**src/rtl/skew_inbuf_bank.sv**
```systemverilog
// Bank of NLANES circular FIFOs feeding one PE-array edge; lane k starts with k*SKEW
// zero words so the array sees a diagonal input skew. Row-wide push/pop, sticky overflow.

module skew_inbuf_lane #(
  parameter int WORDLEN = 8,
  parameter int DEPTH   = 16,
  parameter int PAD     = 0
) (
  input  logic               clk,
  input  logic               rst,
  input  logic               restart,
  input  logic               push_i,
  input  logic               rd_en_i,
  input  logic [WORDLEN-1:0] wr_word_i,
  output logic [WORDLEN-1:0] rd_word_o,
  output logic               empty_o,
  output logic               full_o
);
  localparam int PW = (DEPTH > 1) ? $clog2(DEPTH) : 1;
  localparam int CW = $clog2(DEPTH + 1);
  localparam logic [PW-1:0] PLAST = PW'(DEPTH - 1);
  localparam logic [PW-1:0] TAIL0 = PW'(PAD % DEPTH);
  localparam logic [CW-1:0] CNT0  = CW'(PAD);

  logic [WORDLEN-1:0] mem_q [DEPTH];
  logic [PW-1:0]      head_q, head_d, tail_q, tail_d;
  logic [CW-1:0]      cnt_q, cnt_d;
  logic               pop, store;

  assign empty_o = (cnt_q == '0);
  assign full_o  = (cnt_q == CW'(DEPTH));
  assign pop     = rd_en_i & ~empty_o;
  // An empty lane that is read while being written forwards the word instead of storing it.
  assign store   = push_i & ~(empty_o & rd_en_i);

  always_comb begin
    head_d = head_q;
    tail_d = tail_q;
    cnt_d  = cnt_q;
    if (pop)   head_d = (head_q == PLAST) ? '0 : head_q + PW'(1);
    if (store) tail_d = (tail_q == PLAST) ? '0 : tail_q + PW'(1);
    case ({store, pop})
      2'b10:   cnt_d = cnt_q + CW'(1);
      2'b01:   cnt_d = cnt_q - CW'(1);
      default: cnt_d = cnt_q;
    endcase
  end

  always_comb begin
    rd_word_o = '0;
    if (!empty_o)               rd_word_o = mem_q[head_q];
    else if (rd_en_i && push_i) rd_word_o = wr_word_i;
  end

  always_ff @(posedge clk) begin
    if (rst || restart) begin
      for (int i = 0; i < DEPTH; i++) mem_q[i] <= '0;
      head_q <= '0;
      tail_q <= TAIL0;
      cnt_q  <= CNT0;
    end else begin
      if (store) mem_q[tail_q] <= wr_word_i;
      head_q <= head_d;
      tail_q <= tail_d;
      cnt_q  <= cnt_d;
    end
  end
endmodule

module skew_inbuf_bank #(
  parameter int WORDLEN = 8,
  parameter int DEPTH   = 16,
  parameter int NLANES  = 4,
  parameter int SKEW    = 1
) (
  input  logic                      clk,
  input  logic                      rst,
  input  logic                      restart,
  input  logic                      wr_en,
  input  logic [NLANES*WORDLEN-1:0] wr_data,
  output logic                      wr_ready,
  input  logic                      rd_en,
  output logic [NLANES*WORDLEN-1:0] rd_data,
  output logic [NLANES-1:0]         empty,
  output logic [NLANES-1:0]         full,
  output logic                      ovf
);
  logic accept, ovf_q, ovf_d;

  // Ready comes from pre-cycle fullness only; a same-cycle pop never frees a slot.
  assign wr_ready = ~|full;
  assign accept   = wr_en & wr_ready & ~rst & ~restart;
  assign ovf_d    = ovf_q | (wr_en & ~wr_ready);
  assign ovf      = ovf_q;

  for (genvar k = 0; k < NLANES; k++) begin : g_lane
    skew_inbuf_lane #(
      .WORDLEN(WORDLEN),
      .DEPTH  (DEPTH),
      .PAD    (k * SKEW)
    ) u_lane (
      .clk      (clk),
      .rst      (rst),
      .restart  (restart),
      .push_i   (accept),
      .rd_en_i  (rd_en),
      .wr_word_i(wr_data[k*WORDLEN +: WORDLEN]),
      .rd_word_o(rd_data[k*WORDLEN +: WORDLEN]),
      .empty_o  (empty[k]),
      .full_o   (full[k])
    );
  end

  always_ff @(posedge clk) begin
    if (rst)           ovf_q <= 1'b0;
    else if (!restart) ovf_q <= ovf_d;
  end
endmodule
```
**config.mk**
```make
export PLATFORM = sky130hd
export DESIGN_NAME = skew_inbuf_bank
export DESIGN_NICKNAME = d
export VERILOG_FILES = /design/src/rtl/skew_inbuf_bank.sv
export SDC_FILE = /design/constraint.sdc
export NUM_CORES = 1
export LEC_CHECK = 0
export BUFFER_PORTS_ARGS = -buffer_cell sky130_fd_sc_hd__buf_2
export CORE_MARGIN = 3
export CORE_UTILIZATION = 40
export CTS_BUF_LIST = sky130_fd_sc_hd__clkbuf_4 sky130_fd_sc_hd__clkbuf_8
export DETAILED_ROUTE_END_ITERATION = 7
export REMOVE_ABC_BUFFERS = 1
export SYNTH_ARGS = -nofsm -noshare
export SYNTH_HDL_FRONTEND = slang
export SYNTH_SLANG_ARGS = --single-unit
```
**constraint.sdc**
```tcl
create_clock -name clk -period 8.15 [get_ports clk]
set_input_delay 1.2225 -clock clk [delete_from_list [all_inputs] [get_ports clk]]
set_output_delay 1.2225 -clock clk [all_outputs]
set_load 0.03 [all_outputs]
```
==> results of run 1 <==
logic make-up after synthesis:
kind of cell | count (synthesis) | share of synthesized area
flip-flops | 581 | 0.631
multiplexers | 176 | 0.120
XOR/XNOR | 16 | 0.00528
buffers and inverters | 219 | 0.0345
adder cells (fa/ha/maj) | 40 | 0.0200
AO/OA/AOI/OAI | 233 | 0.0593
AND/OR/NAND/NOR | 837 | 0.130
power breakdown:
part	switching, µW	total, µW	internal (µW)
registers	43.5	3390	3350
clock network	1180	2530	1350
logic	278	417	139
layout make-up:
cell class	count	area share
Sequential cell	581	0.565
Multi-Input combinational cell	1302	0.299
Clock buffer	133	0.0548
Tap cell	855	0.0361
Timing Repair Buffer	133	0.0269
Inverter	75	0.00949
Clock inverter	41	0.00835
Antenna cell	1	0.0000844
layout by cell type, fill, tap and decap left out, drive strengths merged, types with 21 or more instances in the layout:
cell type	Yosys	final
a21o	22	22
a21oi	28	28
buf	65	132
clkbuf	79	134
clkinv	0	34
dfxtp	69	69
edfxtp	512	512
ha	36	36
inv	75	78
mux2i	59	59
mux4	113	113
nand2	168	168
nand3	32	32
nor2	541	541
o21ai	78	78
o22ai	21	21
metrics by stage:
| stage | utilization | setup WS (ps) | total power, µW |
|---|---|---|---|
| 2_1_floorplan | - | 3540 | 3700 |
| 3_3_place_gp | 0.427 | 2850 | 3860 |
| 3_5_place_dp | 0.427 | 2830 | 3870 |
| 4_1_cts | 0.456 | 2820 | 6400 |
| 5_1_grt | 0.456 | 2760 | 6570 |
| 6_report | 0.456 | 2830 | 6350 |
path summary, 6_finish.rpt:
check / startpoint / to / slack (ps) / cells after the start
hold / removal: ovf / ovf / 480 / 2
setup / recovery: restart / rd_data[12] / 2830 / 7
hold reg to reg: ovf / ovf / 480 / 2
setup reg to reg: g_lane[3].u_lane.cnt_q[0] / g_lane[2].u_lane.mem_q[3][1] / 4100 / 6
layer usage:
layer | routed length (µm) | up-vias
li1 | - | 7813
met1 | 28200 | 8506
met2 | 33200 | 688
met3 | 5010 | 148
met4 | 2040 | 2
met5 | 12 | -
registers in the layout (all words and copies together), names as in the netlist, named ones only:
| signal | cells |
|---|---|
| g_lane.u_lane.cnt_q | 20 |
| g_lane.u_lane.head_q | 16 |
| g_lane.u_lane.mem_q | 512 |
| g_lane.u_lane.tail_q | 16 |
| ovf | 1 |
worst register-to-register path, stage by stage (launching register included):
cell       delay [ps]
dfxtp_1           370
nor4_1            650
a22o_1            680
a2111oi_4         140
inv_2             190
or3_1             900
o21ai_0           700
==> results.cfg, run 1 <==
[run_status]
status = finished, final reports clean

[synthesis]
synth_seq_area_share = 0.631
synthesis.area_um2 = 26500
synthTopCellsByArea = edfxtp_1, mux4_2, nor2_1
ys.flop_type = edfxtp_1
ys_top_cells_by_count = nor2_1, edfxtp_1, nand2_1
yosysTopAreaCell = edfxtp_1
ys_warn_count = 0
synth_edf_count = 512
ys_types = 61
async_flop_share = 0
synth.most_common_cell = nor2_1
avgSynthCellArea_um2 = 12.6
ys_ff_latch = 581
synth_top_area_share = 0.579
syn_inst = 2102

[global_routing]
grt_max_degree = 84
grt.total_usage = 0.195
grt_overflow_total = 0
grt_first_pass_wirelength_um = 104000
grtUsageMet3 = 0.0373
antenna_found_initial = 2
grt_use_met1 = 0.257
grt_pass1_vias = 17500
grt_use_met2 = 0.322
top_usage_layer = met2

[cts]
clockBufferDepth = 3
path_clk_slew_ps = 60
numCtsBuffers = 97
clock-root-buffer = clkbuf_8
postCtsSetupBuffers = 0
cts.sinks = 581
cts_tree = yes
cts-resized-gates = 0
cts_hold_buf = 0
htree_levels = 3
clk_latency_ps = 680

[timing]
period_share = 0.653
fmax_mhz = 188
finalHoldViolations = 0
holdWs_ps = 475
period_minus_slack_ps = 5320
setup-tns-final_ps = 0
report.final.slew_viol_count = 0
slew-limit-headroom = 0.0961
setup_violations = 0
tightestPinTransition_ps = 1340
rsz0062_at_grt = false
fin_skew_ps = 37.5

[worst_setup_path]
worstSetupStartpointType = input port
slowest_delay_ps = 780
path_cells = buf_2 -> or3b_1 -> a21o_4 -> or4b_2 -> nor2_1 -> a211o_1 -> buf_2
arrival_ps = 4100
cp_top_family = simple AND/OR/NAND/NOR gates
cp_num_buf_inv = 2
crit_path_frequent_cell = buf_2
cp_max_fo = 8
critical_path_class = input port to output port
cp.required_ps = 6930
end_kind = output port
cp_slowest_cell = or4b_2

[final_layout]
nFillCells = 5836
multi_input_area_um2 = 8870
seq_area_um2 = 16800
area_growth_pct = 11.8
final_area_um2 = 29700
drive_above_1_share = 0.187
final_nets = 2267
final_cell_count_no_fill = 3121

[floorplanning]
fp.dieArea_um2 = 69500
start_util = 0.408
dieWidth_um = 264
fp.coreArea_um2 = 65000
die_y_um = 264
std_cell_rows = 93
num_io_pins = 79

[detailed_routing]
finalWirelength_um = 68400
via_per_inst = 5.50
wl_per_cell_um = 21.9
first_iter_violations = 1517
route.vias.total = 17200
drc_errors = 0
ant_nets = 0
first_pass_iters = 6

[flow_run]
cap_violations = 0

[power]
p_leak_uw = 0.0106
vdd_drop_max_mv = 0.128
p_per_area_nw_per_um2 = 214

[placement]
gp_congestion = 0.842
dpl.hpwl_um = 44400
postPlaceCellArea_um2 = 27800
numPortBuffers = 78
dpl.cell_count = 2942

[min_path]
min_path_type = flip-flop to flip-flop
Note: power is estimated with default switching activity, not from simulation.
==> run 2: changes to the inputs <==
clock period = 4.7 ns   (was 8.15 ns; I/O delays follow)
==> run 2 against run 1 <==
  * First-iteration DRC count fell by 5.3%
  * Critical path depth did not move
  * Final area rose by 1.7%
  * Sequential share of layout area fell by 0.93 points
  * Die area did not move
  * Global-route usage fell by 0.41 points
  * Clock power rose by 74%
  * Clock skew rose by 7.5 ps
  * Highest routed layer unchanged
==> results.cfg, run 2 (same netlist as run 1, synthesis figures left out) <==
[run_status]
status = finished, final reports clean

[final_layout]
fin_util = 0.464
nFillCells = 5815
drive_above_1_share = 0.210
reg_top3 = g_lane.u_lane.mem_q x512, g_lane.u_lane.cnt_q x20
final_nets = 2326
largest_register_ffs = 512
area_growth_pct = 13.6
largest-register = g_lane.u_lane.mem_q
seq_area_um2 = 16800
multi_input_area_um2 = 8870
final_common_cell = nor2_1
layout_common_cells = nor2_1, edfxtp_1, nand2_1

[worst_setup_path]
worstSetupStartpointType = flip-flop
rr_endpoint = g_lane[2].u_lane.cnt_q[4]
critical_path_class = flip-flop to output port
cp_slowest_cell = nor4_1
arrival_ps = 3470
cp_max_fo = 9
end_kind = output port
cp.required_ps = 3990
r2r-start = g_lane[3].u_lane.cnt_q[0]
ff2ff_path_depth = 12
reg2reg_slack_ps = 990
slowest_delay_ps = 690
path_cells = nor4_1 -> a22o_1 -> or4b_2 -> nor2_1 -> buf_4 -> a211o_1 -> buf_2

[floorplanning]
std_cell_rows = 93
dieWidth_um = 264
start_util = 0.408
fp.coreArea_um2 = 65000
fp.dieArea_um2 = 69500
num_io_pins = 79
die_y_um = 264

[global_routing]
grt_first_pass_wirelength_um = 103000
antenna_found_initial = 2
grt_overflow_total = 0
grt.total_usage = 0.191
grt_pass1_vias = 17900
grt_max_degree = 40

[detailed_routing]
first_pass_iters = 6
ant_nets = 0
route.vias.total = 17300
finalWirelength_um = 66800
wl_per_cell_um = 21.0
via_per_inst = 5.43
drc_errors = 0
first_iter_violations = 1436

[timing]
setup_violations = 0
rsz0062_at_grt = false
finalHoldViolations = 0
report.final.slew_viol_count = 0
period_minus_slack_ps = 4170
period_share = 0.888
fin_skew_ps = 45.0
tightestPinTransition_ps = 1010
layout_setup_ws_ps = 528
slew-limit-headroom = 0.327
fmax_mhz = 240
setup-tns-final_ps = 0

[cts]
clockBufferDepth = 3
path_clk_slew_ps = 60
cts.sinks = 581
cts_tree = yes
htree_levels = 3
cts-resized-gates = 0
numCtsBuffers = 96
cts_hold_buf = 0
postCtsSetupBuffers = 0
clk_latency_ps = 680
clock-root-buffer = clkbuf_8

[placement]
numPortBuffers = 78
gp_congestion = 0.812
dpl.hpwl_um = 45500
dp_slack_ps = 830

[min_path]
hold_depth = 2
min_path_type = input port to flip-flop
hold_path_end = ovf
min_from = rst

[power]
p_per_area_nw_per_um2 = 366
vdd_drop_max_mv = 0.193
power.total_uw = 11000
p_leak_uw = 0.0109

[flow_run]
cap_violations = 0
[run 2: report_power, final]
group / internal (µW) / switching (µW) / total, µW
Combinational: 267 / 470 / 737
Clock: 2390 / 2030 / 4410
Sequential: 5810 / 83.7 / 5890
Total: 8460 / 2580 / 11000
[run 2: worst max path at each step]
stage	start	end	slack [ps]	cells after the start
3_3_place_gp	restart	rd_data[29]	890	8
4_1_cts	g_lane[3].u_lane.cnt_q[0]	rd_data[12]	440	7
6_report	g_lane[3].u_lane.cnt_q[0]	rd_data[12]	530	7
3_5_place_dp	restart	g_lane[3].u_lane.cnt_q[4]	830	12
5_1_grt	g_lane[3].u_lane.cnt_q[0]	rd_data[12]	330	7
2_1_floorplan	rst	g_lane[0].u_lane.mem_q[0][0]	610	2
[run 2: through the flow]
stage                     instances  hold WS (ps)  area, µm²
after detailed placement       3006           472      28200
final                          3186           324      30200
after global placement         3006           464      28200
after global routing           3186           290      30200
after floorplan                1958           464      25900
after CTS                      3184           247      30200
[run 2: critical path, delay by kind of cell, from the launching register on]
kind                   cells  cell delay, ps
flip-flops                 1             370
AND/OR/NAND/NOR            3            1100
buffers and inverters      2             380
AO/OA/AOI/OAI              2             970
[run 2: area by class of cell]
type,instances,share of cell area
well taps,855,0.0355
flip-flops and latches,581,0.556
repair buffers,193,0.0416
multi-input cells,1302,0.294
inverters,75,0.00933
clock inverters,34,0.00660
diodes,2,0.000166
clock buffers,144,0.0568
[run 2: layer usage]
metal | GRT usage | routed length, µm
met1 | 0.250 | 27400
met2 | 0.317 | 32600
met3 | 0.0368 | 4910
met4 | 0.0706 | 1940
met5 | 0 | 20
